[config.mk]
export PLATFORM = sky130hd
export DESIGN_NAME = dmem_arbiter
export DESIGN_NICKNAME = d
export VERILOG_FILES = /design/src/rtl/dmem_arbiter.sv
export SDC_FILE = /design/constraint.sdc
export NUM_CORES = 1
export LEC_CHECK = 0
export BUFFER_PORTS_ARGS = -buffer_cell sky130_fd_sc_hd__buf_4
export CORE_MARGIN = 2
export CORE_UTILIZATION = 40
export CTS_CLUSTER_DIAMETER = 40
export DETAILED_ROUTE_END_ITERATION = 6
export PLACE_DENSITY = 0.71
export REMOVE_ABC_BUFFERS = 1
export SYNTH_ARGS = -nofsm -noshare
export SYNTH_HDL_FRONTEND = slang
export SYNTH_SLANG_ARGS = --single-unit
[constraint.sdc]
create_clock -name clk -period 1.7 [get_ports clk]
set_input_delay 0.255 -clock clk [delete_from_list [all_inputs] [get_ports clk]]
set_output_delay 0.255 -clock clk [all_outputs]
set_load 0.03 [all_outputs]
[src/rtl/dmem_arbiter.sv]
// Two-port round-robin arbiter and access sequencer for the data memory.
// Range-checks each request, holds one strobe for MEM_LAT cycles, returns one response.
module dmem_arbiter #(
    parameter logic [31:0] ADDR_LO = 32'd250,
    parameter logic [31:0] ADDR_HI = 32'd2499,
    parameter int unsigned MEM_LAT = 2
) (
    input  logic        clk,
    input  logic        rst_n,
    input  logic        m0_req,
    input  logic        m0_we,
    input  logic [31:0] m0_addr,
    input  logic [31:0] m0_wdata,
    output logic        m0_gnt,
    output logic        m0_rvalid,
    output logic [31:0] m0_rdata,
    output logic        m0_err,
    input  logic        m1_req,
    input  logic        m1_we,
    input  logic [31:0] m1_addr,
    input  logic [31:0] m1_wdata,
    output logic        m1_gnt,
    output logic        m1_rvalid,
    output logic [31:0] m1_rdata,
    output logic        m1_err,
    output logic [31:0] mem_addr,
    output logic [31:0] mem_wdata,
    output logic        mem_read,
    output logic        mem_write,
    input  logic [31:0] mem_rdata
);

    typedef enum logic [1:0] {
        IDLE,
        ACCESS,
        RESP
    } state_t;

    typedef struct packed {
        logic        id;
        logic        we;
        logic [31:0] addr;
        logic [31:0] wdata;
    } req_t;

    localparam logic [2:0] LAT_LAST = 3'(MEM_LAT - 1);

    state_t      state;
    state_t      state_nx;
    req_t        cur;
    req_t        sel;
    logic        last;
    logic [2:0]  cnt;
    logic        any_req;
    logic        win;
    logic        legal;
    logic        go_resp;
    logic        resp_id;
    logic        resp_err;
    logic [31:0] resp_data;

    // last == 1 means port 1 was granted most recently
    always_comb begin
        any_req   = m0_req || m1_req;
        win       = (m0_req && m1_req) ? ~last : m1_req;
        sel.id    = win;
        sel.we    = win ? m1_we    : m0_we;
        sel.addr  = win ? m1_addr  : m0_addr;
        sel.wdata = win ? m1_wdata : m0_wdata;
        legal     = (sel.addr >= ADDR_LO) && (sel.addr <= ADDR_HI);
    end

    always_comb begin
        state_nx  = state;
        m0_gnt    = 1'b0;
        m1_gnt    = 1'b0;
        mem_read  = 1'b0;
        mem_write = 1'b0;
        unique case (state)
            IDLE: begin
                if (any_req) begin
                    m0_gnt   = ~win;
                    m1_gnt   = win;
                    state_nx = legal ? ACCESS : RESP;
                end
            end
            ACCESS: begin
                mem_read  = ~cur.we;
                mem_write = cur.we;
                if (cnt == 3'd0) begin
                    state_nx = RESP;
                end
            end
            RESP: begin
                state_nx = IDLE;
            end
            default: begin
                state_nx = IDLE;
            end
        endcase
    end

    assign mem_addr  = cur.addr;
    assign mem_wdata = cur.wdata;

    // A range fault reaches RESP straight from IDLE, before cur is loaded
    always_comb begin
        go_resp   = (state_nx == RESP);
        resp_id   = (state == IDLE) ? win : cur.id;
        resp_err  = (state == IDLE);
        resp_data = '0;
        if (state == ACCESS && !cur.we) begin
            resp_data = mem_rdata;
        end
    end

    always_ff @(posedge clk or negedge rst_n) begin
        if (!rst_n) begin
            state     <= IDLE;
            cur       <= '0;
            last      <= 1'b1;
            cnt       <= 3'd0;
            m0_rvalid <= 1'b0;
            m0_err    <= 1'b0;
            m0_rdata  <= '0;
            m1_rvalid <= 1'b0;
            m1_err    <= 1'b0;
            m1_rdata  <= '0;
        end else begin
            state <= state_nx;
            if (state == IDLE && any_req) begin
                cur  <= sel;
                last <= win;
                cnt  <= LAT_LAST;
            end else if (state == ACCESS && cnt != 3'd0) begin
                cnt <= cnt - 3'd1;
            end
            m0_rvalid <= go_resp && !resp_id;
            m0_err    <= go_resp && !resp_id && resp_err;
            m0_rdata  <= (go_resp && !resp_id) ? resp_data : '0;
            m1_rvalid <= go_resp && resp_id;
            m1_err    <= go_resp && resp_id && resp_err;
            m1_rdata  <= (go_resp && resp_id) ? resp_data : '0;
        end
    end

endmodule
* Word-level counts from Yosys, hierarchy flattened
Cells that the tools add are included.
Cells by class: add/sub/neg operators 1, $lt $le $gt $ge 2, equal/unequal tests 2, muxes and demuxes 20, bitwise operators 3, reduce and logical (&&, ||, !) cells 16
Operators with widths (number):
- 32-bit two-way mux | 5
- 32-bit by 8-bit greater-or-equal comparator with 1-bit output (second input constant) | 1
- 32-bit by 12-bit <= comparator with 1-bit output (second input constant) | 1
- 1-bit logical AND | 9
- 1-bit two-way mux | 9
- 2-bit two-way mux | 3
- 3-bit two-way mux | 2
- 2-bit case mux with 2 select lines | 1
- 3-bit logical NOT | 1
- 1-bit inverter | 3
- 3-bit nonzero test | 1
- 3-bit by 1-bit subtractor with 3-bit output (second input constant) | 1
- 2-bit by 1-bit == test with 1-bit output (second input constant) | 1
- 2-bit == test (second input constant) | 1
- 1-bit logical NOT | 2
- 2-bit logical NOT | 1
- 2-bit nonzero test | 1
- 1-bit logical OR | 1
Word-level totals: bits in registers 140, input bits 166, output and inout port bits 136, logic and storage cells 57

* Longest topological paths before layout
depth after elaboration 11, gate-level depth with buffers 8, depth with buffers taken out 6

* Worst setup path before layout
Ideal clock, no wire load.
path kind reg2reg, start register last, end register m0_rvalid, library setup time 0.068 ns, data arrival time 1.810 ns, setup slack -0.178 ns, stages on the path, launching flop included 8, buffers on the path 2, cell sequence dfstp_2 -> a21bo_1 -> buf_2 -> nor3_4 -> nand2b_1 -> buf_4 -> nor2_1 -> a22o_1
Between the ends: longest elaborated chain between the ends 10, elaborated cells between the ends (all ways) 13, classes of those cells order compare: 2; eq/ne: 1; mux: 6; bitwise: 1; reduce/logical: 3
RTL lines:
- start, declared | line 52 | logic last;
- start signal, assigned | line 133 | last <= win;
- 1-bit inverter (*) | line 65 | win = (m0_req && m1_req) ? ~last : m1_req;
- 1-bit two-way mux (*) | line 65
- 32-bit two-way mux | line 68 | sel.addr = win ? m1_addr : m0_addr;
- 32-bit by 8-bit greater-or-equal comparator with 1-bit output / 32-bit by 12-bit <= comparator with 1-bit output (equally long branches) | line 70 | legal = (sel.addr >= ADDR_LO) && (sel.addr <= ADDR_HI);
- 1-bit logical AND | line 70
- 2-bit two-way mux | line 84 | state_nx = legal ? ACCESS : RESP;
- 2-bit two-way mux | line 81 | if (any_req) begin
- 2-bit case mux with 2 select lines | line 79 | unique case (state)
- 2-bit == test | line 108 | go_resp = (state_nx == RESP);
- 1-bit logical AND (*) | line 138 | m0_rvalid <= go_resp && !resp_id;
- end signal, assigned | line 138
- end, declared | line 15 | output logic m0_rvalid,
Mark *: on every way between the ends. The rest lies on a longest branch, timed or not. A chain may end at the register's enable or synchronous reset.

* Final worst setup path
start register last, end output m0_gnt
Between the ends: longest elaborated chain between the ends 5
RTL lines:
- 1-bit inverter | line 65
- 1-bit two-way mux | line 65
- 1-bit inverter | line 82 | m0_gnt = ~win;
- 1-bit two-way mux | line 81
- 1-bit two-way mux | line 79
- end, declared | line 14 | output logic m0_gnt,
No other way between the ends.

==> impl_metrics.ini <==
[global_route]
grt_first_pass_wirelength_mm = 27.3
grt_util_all_layers_pct = 21.3
grt_max_degree = 76
gr-total-overflow = 0
grt_pass1_vias = 5339
antenna_found_initial = 0

[worst_setup_path]
cp_slowest_cell = dfstp_2
slowest_delay_ns = 0.37
crit_arrival_ns = 1.53
crit_chain = a21bo_4 > nor3_4 > nand2b_4 > nor2_4 > buf_6
crit_type = reg2out
startpoint_type = flop
required_ns = 1.44
reg2reg_slack_ns = 0.01
critPathCaptureType = primary output
cp_max_fo = 2
r2r_cells = 7

[finish]
fill_cells = 1328
layout_commonest_cell = buf_4
final_cell_mix = buf_4, dfrtp_1, nand2_1, nor2_1, a31oi_1
finalNetCount = 1079
final_core_util_pct = 60.6
syn_to_final_growth_pct = 48.7
drive_above_1_share_pct = 42.9
diodes = 0
post-route-cell-area_um2 = 9150

[synth]
synth_top_family_by_area = simple AND/OR/NAND/NOR gates
syn_avg_cell_area_um2 = 9.42
synth_mux_area_share_pct = 0
synth_cell_types = 32
synth.yosys.seq_area_share_pct = 57.0
ys_ff_latch = 140
synth_xor_xnor_area_share_pct = 0.142
synthSimpleGateAreaFrac_pct = 20.1
syn_inst = 653
synthAdderAreaFrac_pct = 0.407
synth_compound_area_share_pct = 10.8
syn_area_um2 = 6150
ys.warnings.count = 0

[outcome]
status = finished with violations
violations = negative setup slack

[clocking]
cts_tree = built
cts.sinks = 140
cts_root_buffer = clkbuf_16
cts.path.max_buffers = 2
clk_latency_ns = 0.41
numCtsBuffers = 17
htreeDepth = 4
clkSlewWorstSetupHoldPaths_ns = 0.06

[placement]
placed_area_um2 = 8320
dpl.hpwl_mm = 12.8
numPortBuffers = 301
gp_congestion = 0.859

[sta]
layout_min_cycle_time_ns = 1.79
finalCritPeriodShare_pct = 105
fin_skew_ns = 0.00990
setup_viol = 1
slew_headroom_pct = 69.1
finalHoldViolCount = 0
drv_slew = 0
layout_setup_ws_ns = -0.0879
max_freq_ghz = 0.559
worstMarginPinSlew_ns = 0.464
rsz0062_at_grt = yes

[pwr]
peakVddDrop_mv = 0.675
p_per_area_nw_per_um2 = 1170
p_leak_nw = 4.57
p_total_w = 0.0107

[drt]
wl_per_cell_um = 15.9
vias = 5555
viasPerCell = 5.00
route.detailed.drc = 0
first_iter_violations = 283
routed_wl_mm = 17.7
first_pass_iters = 5
antenna_left = 0

[floorplan]
die_area_um2 = 16400
io_pins = 302
die_w_um = 128
coreArea_um2 = 15100
core.rowCount = 45
initial_utilization_pct = 40.8
die_h_um = 128

[min_path]
hold_path_depth = 3
hold_class = in2reg

[flow_run]
cap_violations = 0
power by group:
group	leakage (nW)	internal (W)	switching, W
clock	0.283	0.00227	0.00147
combinational	2.51	0.00121	0.00181
sequential	1.78	0.00374	0.000241
total	4.57	0.00722	0.00352
synth_stat cells:
| cell | count | area (um^2) |
|---|---|---|
| a21bo_1 | 1 | 10.0 |
| xnor2_1 | 1 | 8.76 |
| nor3_4 | 1 | 16.3 |
| dfstp_2 | 1 | 26.3 |
| a22o_1 | 2 | 17.5 |
| or3_1 | 1 | 6.26 |
| buf_2 | 22 | 110 |
| ha_1 | 2 | 25.0 |
| nor4_1 | 14 | 87.6 |
| a32oi_1 | 1 | 8.76 |
| o211ai_1 | 1 | 7.51 |
| inv_1 | 4 | 15.0 |
| nand4_1 | 4 | 25.0 |
| o21ai_0 | 22 | 110 |
| a21oi_1 | 1 | 5.00 |
| a21boi_0 | 1 | 7.51 |
| a21o_1 | 2 | 15.0 |
| buf_4 | 70 | 526 |
| a31oi_1 | 43 | 269 |
| nor2b_1 | 3 | 18.8 |
| o22ai_1 | 1 | 6.26 |
| nor3_2 | 1 | 10.0 |
| a22oi_1 | 21 | 158 |
| nor2_1 | 111 | 417 |
| o21a_1 | 1 | 7.51 |
| dfrtp_1 | 139 | 3480 |
| o21ai_1 | 9 | 45.0 |
| clkbuf_1 | 16 | 60.1 |
| and2_1 | 5 | 31.3 |
| nand2_1 | 113 | 424 |
| nand3_1 | 37 | 185 |
| nand2b_1 | 2 | 12.5 |
worst max-delay path, delay by kind of cell, from the launching register on:
family	cells	cell delay, ns
buffers and inverters	1	0.13
DFF	1	0.37
AOI/OAI and AO/OA	1	0.21
and+or+nand+nor	3	0.41
metal layers:
layer / GRT usage, % / part of all wire (%) / routed length, um / up-vias
met5: 0 / 0 / 0 / -
li1: - / - / - / 2642
met3: 5.72 / 6.9 / 1210 / 28
met2: 36.0 / 50 / 8760 / 236
met4: 9.31 / 2.7 / 485 / 0
met1: 25.7 / 41 / 7190 / 2649
repair_timing:
item                                    CTS  global route
hold endpoints to repair                 41             0
endpoints found under the setup margin   10            16
pin swaps                                 4             4
resized for setup                        20             8
buffers inserted                          9             2
gates cloned                              1             0
hold buffers                              1             0
area by class of cell:
class	count	area, um^2	area share (%)
Sequential cell	140	3500	38.3
Timing Repair Buffer	347	2760	30.1
Multi-Input combinational cell	401	2030	22.2
Clock buffer	19	453	4.95
Tap cell	188	235	2.57
Clock inverter	13	155	1.70
Inverter	4	15.0	0.164
through the flow:
step           setup slack, ns  hold slack [ns]  TNS, ns  std cells
5_1_grt                 -0.153           0.0631   -0.563       1112
4_1_cts                 -0.105           0.0548   -0.175       1111
3_3_place_gp            -0.219            0.218    -1.08       1068
6_report               -0.0879           0.0686  -0.0879       1112
2_1_floorplan            -2.21          -0.0406  -244.39        545
3_5_place_dp            -0.177            0.226   -0.839       1068
sequential cells by signal, indices dropped and copies added, names as in the netlist:
| register | count |
|---|---|
| m0_err | 1 |
| m0_rvalid | 1 |
| mem_addr | 32 |
| mem_wdata | 32 |
| cnt | 3 |
| m1_rvalid | 1 |
| m1_err | 1 |
| last | 1 |
| cur | 2 |
| m1_rdata | 32 |
| m0_rdata | 32 |
| state | 2 |
kinds of logic (layout without fill, tap and decap cells):
family	Yosys count	in the layout
AND/OR/NAND/NOR	292	292
flip-flops	140	140
buffers and inverters	112	383
AO/OA/AOI/OAI	106	106
adder cells (fa/ha/maj)	2	2
XOR/XNOR	1	1
path summary, 6_finish.rpt:
kind,from,endpoint
max reg2reg,last$_DFFE_PN1P_,m1_rvalid$_DFF_PN0_
max in group asynchronous,rst_n,cnt[1]$_DFFE_PN0P_
min reg2reg,mem_addr[11]$_DFFE_PN0P_,mem_addr[11]$_DFFE_PN0P_
max,last$_DFFE_PN1P_,m0_gnt
min in group asynchronous,rst_n,mem_addr[12]$_DFFE_PN0P_
min,m1_wdata[10],mem_wdata[10]$_DFFE_PN0P_
Power figures use the tool's default switching activity.
